<file path="config.mk">
export PLATFORM = sky130hd
export DESIGN_NAME = sargantana_icache_refill_ctrl
export DESIGN_NICKNAME = d
export VERILOG_FILES = /design/src/rtl/sargantana_icache_pkg.sv /design/src/rtl/sargantana_icache_victim_sel.sv /design/src/rtl/sargantana_icache_refill_ctrl.sv
export SDC_FILE = /design/constraint.sdc
export NUM_CORES = 1
export LEC_CHECK = 0
export BUFFER_PORTS_ARGS = -buffer_cell sky130_fd_sc_hd__buf_2
export CAP_MARGIN = 20
export CORE_MARGIN = 2
export CORE_UTILIZATION = 50
export CTS_CLUSTER_SIZE = 16
export DETAILED_ROUTE_END_ITERATION = 16
export GPL_TIMING_DRIVEN = 1
export PLACE_DENSITY = 0.86
export SETUP_SLACK_MARGIN = 0.15
export SLEW_MARGIN = 20
export SYNTH_ARGS = -nofsm -noshare
export SYNTH_HDL_FRONTEND = slang
export SYNTH_SLANG_ARGS = --single-unit
</file>
<file path="constraint.sdc">
create_clock -name clk_i -period 4.6 [get_ports clk_i]
set_clock_uncertainty 0.2 [all_clocks]
set_input_delay 0.23 -clock clk_i [delete_from_list [all_inputs] [get_ports clk_i]]
set_output_delay 0.23 -clock clk_i [all_outputs]
set_load 0.01 [all_outputs]
</file>
<file path="src/rtl/sargantana_icache_pkg.sv">
// sargantana_icache_pkg: shared refill FSM state type and default way geometry for the icache
package sargantana_icache_pkg;
  localparam int unsigned DEFAULT_N_WAY = 4;
  localparam int unsigned WAY_IDX_W = $clog2(DEFAULT_N_WAY);
  typedef enum logic [1:0] {IDLE, REQ, WAIT, WRITE} refill_state_t;
endpackage

</file>
<file path="src/rtl/sargantana_icache_victim_sel.sv">
// sargantana_icache_victim_sel: victim way choice; ICACHE_INVALID_FIRST_EN prefers the lowest invalid way over the LFSR
module sargantana_icache_victim_sel #(
  parameter int unsigned ICACHE_N_WAY = 4
) (
  input  logic [ICACHE_N_WAY-1:0]         way_valid_i,
  input  logic [$clog2(ICACHE_N_WAY)-1:0] lfsr_way_i,
  output logic [$clog2(ICACHE_N_WAY)-1:0] way,
  output logic                            used_lfsr
);
  localparam int unsigned WAY_W = $clog2(ICACHE_N_WAY);
`ifdef ICACHE_INVALID_FIRST_EN
  always_comb begin
    way = lfsr_way_i;
    used_lfsr = 1'b1;
    for (int i = ICACHE_N_WAY - 1; i >= 0; i--)
      if (!way_valid_i[i]) begin
        way = WAY_W'(i);
        used_lfsr = 1'b0;
      end
  end
`else
  logic unused_way_valid;
  assign unused_way_valid = ^way_valid_i;
  assign way = lfsr_way_i;
  assign used_lfsr = 1'b1;
`endif
endmodule

</file>
<file path="src/rtl/sargantana_icache_refill_ctrl.sv">
// sargantana_icache_refill_ctrl: icache miss refill FSM (IDLE/REQ/WAIT/WRITE) with flush kill; victim policy via ICACHE_INVALID_FIRST_EN
module sargantana_icache_refill_ctrl
  import sargantana_icache_pkg::*;
#(
  parameter int unsigned ICACHE_N_WAY      = DEFAULT_N_WAY,
  parameter int unsigned ICACHE_IDX_WIDTH  = 6,
  parameter int unsigned ICACHE_LINE_WIDTH = 128
) (
  input  logic                            clk_i,
  input  logic                            rst_i,
  input  logic                            flush_i,
  input  logic                            miss_valid_i,
  output logic                            miss_ready_o,
  input  logic [ICACHE_IDX_WIDTH-1:0]     miss_idx_i,
  input  logic [ICACHE_N_WAY-1:0]         way_valid_i,
  input  logic [$clog2(ICACHE_N_WAY)-1:0] lfsr_way_i,
  output logic                            lfsr_en_o,
  output logic                            mem_req_valid_o,
  input  logic                            mem_req_ready_i,
  output logic [ICACHE_IDX_WIDTH-1:0]     mem_req_idx_o,
  input  logic                            mem_resp_valid_i,
  input  logic [ICACHE_LINE_WIDTH-1:0]    mem_resp_data_i,
  input  logic                            mem_resp_err_i,
  output logic                            refill_we_o,
  output logic [$clog2(ICACHE_N_WAY)-1:0] refill_way_o,
  output logic [ICACHE_IDX_WIDTH-1:0]     refill_idx_o,
  output logic [ICACHE_LINE_WIDTH-1:0]    refill_data_o,
  output logic                            refill_done_o,
  output logic                            refill_err_o
);
  localparam int unsigned WAY_W = $clog2(ICACHE_N_WAY);
  refill_state_t state_q, state_d;
  logic kill_q, kill_d;
  logic [ICACHE_IDX_WIDTH-1:0] idx_q, ref_idx_q;
  logic [WAY_W-1:0] way_q, ref_way_q, victim;
  logic [ICACHE_LINE_WIDTH-1:0] data_q;
  logic used_lfsr, accept, resp_fire, killed, good;
  sargantana_icache_victim_sel #(.ICACHE_N_WAY(ICACHE_N_WAY)) u_victim_sel (
    .way_valid_i (way_valid_i),
    .lfsr_way_i  (lfsr_way_i),
    .way         (victim),
    .used_lfsr   (used_lfsr)
  );
  // every output is forced low while reset is held, so nothing leaks from an abandoned refill
  assign miss_ready_o    = !rst_i && state_q == IDLE;
  assign accept          = miss_valid_i && miss_ready_o;
  assign lfsr_en_o       = accept && used_lfsr;
  assign mem_req_valid_o = !rst_i && state_q == REQ;
  assign mem_req_idx_o   = mem_req_valid_o ? idx_q : '0;
  assign resp_fire       = !rst_i && state_q == WAIT && mem_resp_valid_i;
  assign killed          = kill_q || flush_i;
  assign refill_err_o    = resp_fire && mem_resp_err_i && !killed;
  assign good            = resp_fire && !mem_resp_err_i && !killed;
  assign refill_we_o     = !rst_i && state_q == WRITE && !flush_i;
  assign refill_done_o   = refill_we_o;
  assign refill_way_o    = rst_i ? '0 : ref_way_q;
  assign refill_idx_o    = rst_i ? '0 : ref_idx_q;
  assign refill_data_o   = rst_i ? '0 : data_q;
  always_comb begin
    state_d = state_q;
    kill_d = kill_q;
    case (state_q)
      IDLE: state_d = miss_valid_i ? REQ : IDLE;
      REQ: begin
        kill_d = kill_q || flush_i;
        state_d = mem_req_ready_i ? WAIT : REQ;
      end
      WAIT: begin
        kill_d = mem_resp_valid_i ? 1'b0 : killed;
        state_d = !mem_resp_valid_i ? WAIT : (killed || mem_resp_err_i) ? IDLE : WRITE;
      end
      default: state_d = IDLE;
    endcase
  end
  always_ff @(posedge clk_i) begin
    if (rst_i) begin
      state_q   <= IDLE;
      kill_q    <= 1'b0;
      idx_q     <= '0;
      way_q     <= '0;
      ref_idx_q <= '0;
      ref_way_q <= '0;
      data_q    <= '0;
    end else begin
      state_q <= state_d;
      kill_q  <= kill_d;
      if (accept) begin
        idx_q <= miss_idx_i;
        way_q <= victim;
      end
      // the visible refill target only moves when a write is actually coming
      if (good) begin
        ref_idx_q <= idx_q;
        ref_way_q <= way_q;
        data_q    <= mem_resp_data_i;
      end
    end
  end
endmodule

</file>
==> out/metrics.cfg, run 1 <==
[synth]
synthCells=508
ys_warn_count=0
yosysSeqAreaShare=0.492
ys_types=23
synth_fp_nets=660
synth-edff-count=0
synth_ff_type=dfxtp_1
syn_area_per_cell_um2=11.8
synth_area_um2=5980
async_reset_ff_frac=0
synth_seq_cells=147

[global_routing]
grt_pass1_wl_mm=30.3
grt_overflow=0
grt_max_degree=84
gr-usage-all-layers=0.305
grt_antenna_before_repair=0
grt_pass1_vias=5842

[sta]
fin_tns_setup_ns=0
setup_violations=0
grt_setup_unrepaired=no
relSlewSlack=0.453
hold_violations=0
setup_ws_ns=1.99
worst_pin_slew_ns=0.821
period_minus_slack_ns=2.61
fmax_mhz=383
post-route-period-util=0.567
slew_viol_final=0

[clocking]
cts.clk_slew.worst_paths_ns=0.06
cts_tree=done
cts_buffers=17
post_cts_buffers=0
clockBufferDepth=2
ctsHoldBuffers=140
cts_num_sinks=147
cts_resized=0
insertion_delay_ns=0.42
clock-root-buffer=clkbuf_16
htreeDepth=4

[route]
wl_met3_mm=1.38
ant_nets=0
wl_mm=19.8
dr.pass1.iters=4
routed-via-count=5404
drt-met1-wl_mm=7.60
drtIter0Drc=262
wl_per_cell_um=18.4
top_layer_used=met4
viasPerCell=5.00
wl_met2_mm=10.0
drc=0

[power_and_ir_drop]
p_switching_uw=621
p_sw_frac=0.213
intPower_mw=2.29
power_frac_comb=0.081
vdd_drop_max_mv=0.209
p_clk_frac=0.475
power.density_nw_per_um2=308
leakage_nw=4.88
seq_power_share=0.444

[final_layout]
drive_gt1_frac=0.490
nNetsFinal=1078
antennaDiodeCount=0
area_growth_pct=58.1

[setup_path]
r2r_start=state_q[0]
arrival_ns=2.71
crit_type=flip-flop to flip-flop
r2r_slack_ns=1.99
path_cells=inv_1 > ha_1 > nand4bb_1 > or3_4 > buf_4 > mux2_2
crit_required_ns=4.70
cpPeakStageDelay_ns=0.64
start_kind=flip-flop
worstRegToRegCells=6
timing.rr.end=data_q[45]
slowest_stage=buf_4
path_max_fanout=59
cp-end-kind=flip-flop

[floorplan]
fp.dieW_um=113
io_pins=295
rows=39
dieArea_um2=12900
die_h_um=113
coreArea_um2=11600
start_util=0.517

[placement]
gp_congestion=0.818
portBuffers=290
post-place-ws_ns=1.92
dp_hpwl_mm=10.5

[status]
outcome=completed

[hold_path]
hold_path_end=state_q[1]
min-delay-start=flush_i
hold_path_class=primary input to flip-flop
whs_path_depth=4

[run]
drv_cap=0

[cell families after synthesis]
logic type                 share of synthesized area
muxes                                          0.281
AOI/OAI and AO/OA                             0.0123
adders and majority gates                     0.0105
buffers and inverters                         0.0330
and+or+nand+nor                                0.171
DFF                                            0.492
[power groups by stage]
stage / Sequential (mW) / Combinational [mW] / Clock (mW)
finish: 1.29 / 0.236 / 1.38
global route: 1.29 / 0.252 / 1.44
CTS: 1.29 / 0.224 / 1.38
detailed placement: 1.32 / 0.129 / 0
global placement: 1.32 / 0.124 / 0
floorplan: 1.32 / 0.0547 / 0
[per-stage QoR]
step | utilization | instance area (um2) | power (mW) | std cells | hold slack (ns)
floorplan | - | 5980 | 1.37 | 508 | 0.149
global placement | 0.646 | 7470 | 1.44 | 910 | 0.246
detailed placement | 0.646 | 7470 | 1.45 | 910 | 0.250
CTS | 0.818 | 9460 | 2.90 | 1081 | 0.0823
global route | 0.818 | 9460 | 2.99 | 1081 | 0.155
finish | 0.818 | 9460 | 2.91 | 1081 | 0.0982
[final cells by class]
class                   count  area [um2]
flip-flops and latches    147        2940
repair buffers            433        2890
multi-input cells         323        2850
inverters                   4        15.0
fillers                   557        2110
well taps                 143         179
clock buffers              20         447
clock inverters            11         136
[placed cells by master, fill, tap and decap left out]
master | netlist | layout
a21oi_1 | 9 | 9
a221oi_1 | 1 | 1
a311oi_1 | 1 | 1
and2_1 | 7 | 7
buf_12 | 0 | 1
buf_2 | 11 | 289
buf_4 | 1 | 3
bufinv_16 | 0 | 3
clkbuf_1 | 15 | 2
clkbuf_16 | 0 | 17
clkbuf_8 | 0 | 1
clkinv_2 | 0 | 6
clkinv_4 | 0 | 1
clkinvlp_4 | 0 | 1
dfxtp_1 | 147 | 147
dlygate4sd3_1 | 0 | 140
ha_1 | 5 | 5
inv_1 | 4 | 4
mux2_2 | 96 | 96
mux2_4 | 40 | 40
nand2_1 | 17 | 17
nand4bb_1 | 1 | 1
nor2_1 | 2 | 2
nor2b_1 | 137 | 137
nor3_1 | 2 | 2
nor3b_1 | 2 | 2
nor4b_1 | 1 | 1
o221a_2 | 1 | 1
or3_4 | 0 | 1
[worst max-delay path: cells and delay by family, from the launching register on]
family / cells / cell delay [ns]
multiplexers: 1 / 0.42
flip-flops: 1 / 0.40
adder cells (fa/ha/maj): 1 / 0.25
buffers and inverters: 2 / 0.73
AND/OR/NAND/NOR: 2 / 0.46
[worst max-delay path by stage]
| stage | start | endpoint | slack [ns] | cells past startpoint |
|---|---|---|---|---|
| after detailed placement | rst_i | data_q[50] | 1.92 | 4 |
| after global placement | rst_i | data_q[55] | 1.99 | 4 |
| after floorplan | state_q[0] | data_q[100] | 2.53 | 8 |
| after global routing | state_q[0] | data_q[27] | 1.87 | 6 |
| final | state_q[0] | data_q[45] | 1.99 | 6 |
| after CTS | state_q[0] | data_q[119] | 2.02 | 6 |
[synth_stat cells (4+ instances only)]
library cell | number | area (um2)
a21oi_1 | 9 | 45.0
and2_1 | 7 | 43.8
buf_2 | 11 | 55.1
buf_6 | 5 | 56.3
clkbuf_1 | 15 | 56.3
dfxtp_1 | 147 | 2940
ha_1 | 5 | 62.6
inv_1 | 4 | 15.0
mux2_2 | 96 | 1080
mux2_4 | 40 | 601
nand2_1 | 17 | 63.8
nor2b_1 | 137 | 857
[per-layer routing]
metal  GRT usage  vias up
met5           0        -
met4       0.160        0
met3      0.0845       68
met2       0.547      276
met1       0.326     2551
li1            -     2509
[state kept, by name, indices dropped and copies added (netlist names)]
signal,count
data_q,128
idx_q,6
ref_idx_q,6
ref_way_q,2
state_q,2
way_q,2
kill_q,1
Note: power is estimated with default switching activity, not from simulation.
==> inputs of run 2 (changes only) <==
--- a/config.mk
+++ b/config.mk
@@ -5,14 +5,15 @@
 export SDC_FILE = /design/constraint.sdc
 export NUM_CORES = 1
 export LEC_CHECK = 0
+export ABC_AREA = 1
 export BUFFER_PORTS_ARGS = -buffer_cell sky130_fd_sc_hd__buf_2
 export CAP_MARGIN = 20
 export CORE_MARGIN = 2
-export CORE_UTILIZATION = 50
+export CORE_UTILIZATION = 42
 export CTS_CLUSTER_SIZE = 16
 export DETAILED_ROUTE_END_ITERATION = 16
 export GPL_TIMING_DRIVEN = 1
-export PLACE_DENSITY = 0.86
+export PLACE_DENSITY = 0.76
 export SETUP_SLACK_MARGIN = 0.15
 export SLEW_MARGIN = 20
 export SYNTH_ARGS = -nofsm -noshare
==> constraint.sdc (replaced) <==
create_clock -name clk_i -period 2.3 [get_ports clk_i]
set_clock_uncertainty 0.2 [all_clocks]
set_input_delay 0.115 -clock clk_i [delete_from_list [all_inputs] [get_ports clk_i]]
set_output_delay 0.115 -clock clk_i [all_outputs]
set_load 0.01 [all_outputs]
==> out/metrics.cfg, run 2 <==
[placement]
portBuffers=290  ; unchanged
place_area_um2=7880  ; was 7470 um2
gp_congestion=0.774  ; was 0.818
dp_hpwl_mm=11.4  ; was 10.5 mm
placed_cells=1376  ; was 910

[global_routing]
grt_pass1_vias=7023  ; was 5842
grt_max_degree=145  ; was 84
grt_antenna_before_repair=0  ; unchanged
grt_overflow=0  ; unchanged
grt_pass1_wl_mm=33.2  ; was 30.3 mm
gr-usage-all-layers=0.254  ; was 0.305

[run]
drv_cap=0  ; unchanged

[synth]
synth_area_um2=6300  ; was 5980 um2
synth-edff-count=0  ; unchanged
synth_top_area_cell=dfxtp_1  ; unchanged
yosysMostFrequentCell=nand2_1  ; was dfxtp_1
ys_top_cells_by_area=dfxtp_1 (47%), nand2_1 (17%), nand3_1 (10%)  ; was dfxtp_1 (49%), mux2_2 (18%), nor2b_1 (14%)
ys_warn_count=0  ; unchanged
synth_top_area_share=0.467  ; was 0.492
synthCells=953  ; was 508
syn_area_per_cell_um2=6.61  ; was 11.8 um2
synth_ff_type=dfxtp_1  ; unchanged
ys_types=20  ; was 23
synthTopCellsByCount=nand2_1 (279), inv_1 (151), nor2_1 (151)  ; was dfxtp_1 (147), nor2b_1 (137), mux2_2 (96)
synth_seq_cells=147  ; unchanged
async_reset_ff_frac=0  ; unchanged
yosysSeqAreaShare=0.467  ; was 0.492
synth_fp_nets=1105  ; was 660

[route]
drtIter0Drc=380  ; was 262
wl_met2_mm=10.5  ; was 10.0 mm
routed-via-count=7393  ; was 5404
drc=0  ; unchanged
ant_nets=0  ; unchanged
wl_mm=21.2  ; was 19.8 mm
top_layer_used=met4  ; unchanged
viasPerCell=4.76  ; was 5.00
wl_per_cell_um=13.6  ; was 18.4 um
drt-met1-wl_mm=8.22  ; was 7.60 mm
wl_met3_mm=1.68  ; was 1.38 mm
dr.pass1.iters=5  ; was 4

[setup_path]
cpPeakStageDelay_ns=0.53  ; was 0.64 ns
start_kind=primary input  ; was flip-flop
r2r_start=state_q[1]  ; was state_q[0]
path_max_fanout=144  ; was 59
arrival_ns=1.75  ; was 2.71 ns
timing.rr.end=idx_q[4]  ; was data_q[45]
r2r_slack_ns=0.32  ; was 1.99 ns
crit_type=primary input to primary output  ; was flip-flop to flip-flop
path_cells=dlygate4sd3_1 > buf_4 > buf_12 > nor2_1 > buf_2  ; was inv_1 > ha_1 > nand4bb_1 > or3_4 > buf_4 > mux2_2
slowest_stage=dlygate4sd3_1  ; was buf_4
cp-end-kind=primary output  ; was flip-flop
worstRegToRegCells=7  ; was 6
crit_required_ns=1.99  ; was 4.70 ns

[clocking]
cts.clk_slew.worst_paths_ns=0.06  ; about the same
clock-root-buffer=clkbuf_16  ; unchanged
insertion_delay_ns=0.41  ; was 0.42 ns
htreeDepth=4  ; unchanged
cts_num_sinks=147  ; unchanged
clockBufferDepth=2  ; unchanged
cts_tree=done  ; unchanged
cts_buffers=17  ; unchanged

[power_and_ir_drop]
intPower_mw=4.69  ; was 2.29 mW
power.density_nw_per_um2=601  ; was 308 nW/um2
p_clk_frac=0.475  ; about the same
seq_power_share=0.432  ; was 0.444
p_total_mw=5.98  ; was 2.91 mW
power_frac_comb=0.093  ; was 0.081
p_sw_frac=0.216  ; was 0.213
leakage_nw=5.19  ; was 4.88 nW
p_switching_mw=1.29  ; was 621 uW
vdd_drop_max_mv=0.454  ; was 0.209 mV

[hold_path]
whs_path_depth=5  ; was 4
hold_path_class=primary input to flip-flop  ; unchanged
hold_path_end=state_q[0]  ; was state_q[1]
min-delay-start=mem_resp_valid_i  ; was flush_i

[floorplan]
rows=44  ; was 39
coreArea_um2=14600  ; was 11600 um2
fp.dieW_um=126  ; was 113 um
die_h_um=126  ; was 113 um
dieArea_um2=16000  ; was 12900 um2
io_pins=295  ; unchanged
start_util=0.432  ; was 0.517

[final_layout]
instances_no_fill=1553  ; was 1081
area_growth_pct=58.1  ; about the same
layout_common_cells=buf_2 (289), nand2_1 (279), inv_1 (151)  ; was buf_2 (289), dfxtp_1 (147), dlygate4sd3_1 (140)
fill_cells=1082  ; was 557
fin_area_um2=9960  ; was 9460 um2
utilization=0.682  ; was 0.818
largestRegisters=data_q x128, idx_q x6, ref_idx_q x6  ; unchanged
largest_register=data_q  ; unchanged
drive_gt1_frac=0.247  ; was 0.490
layout_commonest_cell=buf_2  ; unchanged
multi_input_area_um2=2480  ; was 2850 um2
nNetsFinal=1509  ; was 1078
register_area_um2=2940  ; about the same
antennaDiodeCount=0  ; unchanged
largest_register_ffs=128  ; unchanged

[sta]
relSlewSlack=0.579  ; was 0.453
period_minus_slack_ns=2.06
fmax_mhz=485
grt_setup_unrepaired=no  ; unchanged
fin_tns_setup_ns=0  ; unchanged
setup_violations=0  ; unchanged
post-route-period-util=0.896
slew_viol_final=0  ; unchanged
hold_violations=0  ; unchanged
worst_pin_slew_ns=0.631  ; was 0.821 ns

[status]
outcome=completed  ; unchanged

run 2: cell families after synthesis:
group           share of synthesized area
fa+ha+maj                         0.00994
buf+inv                             0.140
flops                               0.467
simple gates                        0.364
compound gates                     0.0187
run 2: layout make-up:
class	instances	share of cell area
timing repair buffer	446	0.312
sequential	147	0.296
multi-input combinational	590	0.249
inverter	155	0.0587
clock buffer	22	0.0486
tap	184	0.0231
clock inverter	9	0.0128
run 2: metrics by stage:
step / setup WS [ns] / hold WS, ns
global placement: 0.446 / 0.137
CTS: 0.210 / 0.0131
finish: 0.239 / 0.0388
floorplan: 0.707 / 0.0528
global route: 0.168 / 0.0528
detailed placement: 0.406 / 0.141
run 2: metal layers:
layer	vias to the layer above	GRT usage
li1	3646	-
met1	3303	0.287
met2	386	0.455
met3	58	0.0561
met4	0	0.120
met5	-	0
run 2: repair_timing:
action,4_1_cts,5_1_grt
resized for setup,0,2
setup endpoints to repair,0,2
buffers inserted,0,0
endpoints found under the hold margin,140,0
hold buffers,146,0
run 2: worst max-delay path by stage:
stage	cells past startpoint	start	end
2_1_floorplan	9	state_q[0]	data_q[100]
3_3_place_gp	8	state_q[0]	data_q[58]
3_5_place_dp	8	state_q[0]	data_q[66]
4_1_cts	5	state_q[1]	mem_req_idx_o[0]
5_1_grt	7	state_q[1]	idx_q[4]
6_report	5	rst_i	refill_data_o[73]
run 2: power groups by stage:
stage	Sequential, mW	Clock, mW	Combinational (mW)
global placement	2.64	0	0.338
CTS	2.58	2.90	0.537
floorplan	2.64	0	0.161
detailed placement	2.64	0	0.341
finish	2.58	2.84	0.556
global route	2.58	3.01	0.596
run 2: critical path: cells and delay by family:
family / cells / cell delay (ns)
AND/OR/NAND/NOR: 1 / 0.19
buffers and inverters: 4 / 1.38
==> inputs of run 3 (changes only) <==
--- a/config.mk
+++ b/config.mk
@@ -9,11 +9,11 @@
 export BUFFER_PORTS_ARGS = -buffer_cell sky130_fd_sc_hd__buf_2
 export CAP_MARGIN = 20
 export CORE_MARGIN = 2
-export CORE_UTILIZATION = 42
+export CORE_UTILIZATION = 50
 export CTS_CLUSTER_SIZE = 16
 export DETAILED_ROUTE_END_ITERATION = 16
 export GPL_TIMING_DRIVEN = 1
-export PLACE_DENSITY = 0.76
+export PLACE_DENSITY = 0.85
 export SETUP_SLACK_MARGIN = 0.15
 export SLEW_MARGIN = 20
 export SYNTH_ARGS = -nofsm -noshare
==> constraint.sdc (replaced) <==
create_clock -name clk_i -period 2.5 [get_ports clk_i]
set_clock_uncertainty 0.2 [all_clocks]
set_input_delay 0.125 -clock clk_i [delete_from_list [all_inputs] [get_ports clk_i]]
set_output_delay 0.125 -clock clk_i [all_outputs]
set_load 0.01 [all_outputs]
==> out/metrics.cfg, run 3 (synthesized netlist as in run 2, its figures left out) <==
[status]
outcome=completed  ; unchanged

[power_and_ir_drop]
seq_power_share=0.421  ; was 0.432
intPower_mw=4.44  ; was 4.69 mW
p_sw_frac=0.215  ; was 0.216
p_switching_mw=1.21  ; was 1.29 mW
p_clk_frac=0.488  ; was 0.475
vdd_drop_max_mv=0.386  ; was 0.454 mV
power.density_nw_per_um2=573  ; was 601 nW/um2
leakage_nw=5.17  ; was 5.19 nW
power_frac_comb=0.091  ; was 0.093
p_total_mw=5.65  ; was 5.98 mW

[final_layout]
fill_cells=655  ; was 1082
layout_common_cells=buf_2 (289), nand2_1 (278), inv_1 (151), nor2_1 (151), dfxtp_1 (147)  ; was buf_2 (289), nand2_1 (279), inv_1 (151)
drive_gt1_frac=0.247  ; about the same
multi_input_area_um2=2480  ; unchanged
largest_register_ffs=128  ; unchanged
area_growth_pct=56.6  ; was 58.1%
instances_no_fill=1533  ; was 1553
largestRegisters=data_q x128, idx_q x6, ref_idx_q x6  ; unchanged
layout_commonest_cell=buf_2  ; unchanged
fin_area_um2=9860  ; was 9960 um2
utilization=0.811  ; was 0.682
largest_register=data_q  ; unchanged
register_area_um2=2940  ; about the same
nNetsFinal=1502  ; was 1509

[route]
viasPerCell=5.18  ; was 4.76
routed-via-count=7945  ; was 7393
drc=0  ; unchanged
wl_per_cell_um=16.3  ; was 13.6 um
drtIter0Drc=931  ; was 380
ant_nets=0  ; unchanged
dr.pass1.iters=6  ; was 5
wl_mm=25.0  ; was 21.2 mm

[global_routing]
gr-usage-all-layers=0.359  ; was 0.254
grt_max_degree=131  ; was 145
grt_overflow=0  ; unchanged
grt_antenna_before_repair=0  ; unchanged
grt_pass1_vias=7975  ; was 7023
grt_pass1_wl_mm=38.0  ; was 33.2 mm

[setup_path]
crit_required_ns=2.17  ; was 1.99 ns
arrival_ns=1.86  ; was 1.75 ns
slowest_stage=dfxtp_1  ; was dlygate4sd3_1
cpPeakStageDelay_ns=0.39  ; was 0.53 ns
cpMostUsedCell=inv_1
cp-end-kind=primary output  ; unchanged
path_max_fanout=13  ; was 144
path_cells=inv_1 > ha_1 > nand2_2 > inv_1 > nand2_1 > inv_2 > buf_2  ; was dlygate4sd3_1 > buf_4 > buf_12 > nor2_1 > buf_2
start_kind=flip-flop  ; was primary input
crit_type=flip-flop to primary output  ; was primary input to primary output

[floorplan]
rows=40  ; was 44
die_h_um=116  ; was 126 um
coreArea_um2=12200  ; was 14600 um2
fp.dieW_um=116  ; was 126 um
dieArea_um2=13500  ; was 16000 um2
start_util=0.518  ; was 0.432
io_pins=295  ; unchanged

[sta]
post-route-period-util=0.873
setup_ws_ns=0.317  ; was 0.239 ns
fmax_mhz=458
period_minus_slack_ns=2.18
setup_violations=0  ; unchanged
fin_tns_setup_ns=0  ; unchanged
slew_viol_final=0  ; unchanged
holdWs_ns=0.123  ; was 0.0388 ns
hold_violations=0  ; unchanged
relSlewSlack=0.605  ; was 0.579
grt_setup_unrepaired=no  ; unchanged
worst_pin_slew_ns=0.592  ; was 0.631 ns

[placement]
portBuffers=290  ; unchanged
gp_congestion=0.791  ; was 0.774
dp_hpwl_mm=11.0  ; was 11.4 mm
place_area_um2=7790  ; was 7880 um2
post-place-ws_ns=0.607  ; was 0.406 ns
placed_cells=1358  ; was 1376

[clocking]
post_cts_buffers=0  ; unchanged
htreeDepth=4  ; unchanged
cts.clk_slew.worst_paths_ns=0.06  ; about the same
cts_buffers=17  ; unchanged
clock-root-buffer=clkbuf_16  ; unchanged
cts_tree=done  ; unchanged
clockBufferDepth=2  ; unchanged
insertion_delay_ns=0.41  ; about the same
cts_num_sinks=147  ; unchanged

[hold_path]
hold_path_class=primary input to flip-flop  ; unchanged

[run]
drv_cap=0  ; unchanged

==> run 3: area by class of cell <==
type	instances	area share
flip-flops and latches	147	0.299
inverters	155	0.0591
clock buffers	23	0.0505
well taps	168	0.0213
repair buffers	439	0.303
diodes	2	0.000508
clock inverters	9	0.0151
multi-input cells	590	0.252
==> run 3: what timing repair did <==
item,4_1_cts,5_1_grt
hold buffers,140,1
hold endpoints to repair,139,1
resized for setup,0,1
setup endpoints to repair,0,1
==> run 3: power groups by stage <==
stage / clock network (mW) / registers, mW / logic [mW]
final: 2.76 / 2.38 / 0.516
after floorplan: 0 / 2.42 / 0.148
after global routing: 2.88 / 2.38 / 0.546
after detailed placement: 0 / 2.43 / 0.306
after global placement: 0 / 2.43 / 0.304
after CTS: 2.78 / 2.38 / 0.481
==> run 3: layer usage <==
metal  track usage  up-vias  share of wire
li1              -     3633              -
met3         0.106      152           0.10
met5             0        -              0
met1         0.367     3612           0.34
met4         0.267        0          0.066
met2         0.622      548           0.49
==> run 3: worst max-delay path, delay by kind of cell, from the launching register on <==
kind                     cells  cell delay (ns)
AND/OR/NAND/NOR              2             0.38
buffers and inverters        4             0.45
adder cells (fa/ha/maj)      1             0.24
flip-flops                   1             0.39
==> run 3: worst paths after layout <==
check             startpoint            to  slack (ns)  cells past startpoint
hold reg to reg     way_q[0]  ref_way_q[0]        0.28                      2
setup / recovery  state_q[0]     lfsr_en_o        0.32                      7
setup reg to reg  state_q[0]    data_q[54]        0.38                      7
hold / removal         rst_i     data_q[5]        0.12                      4
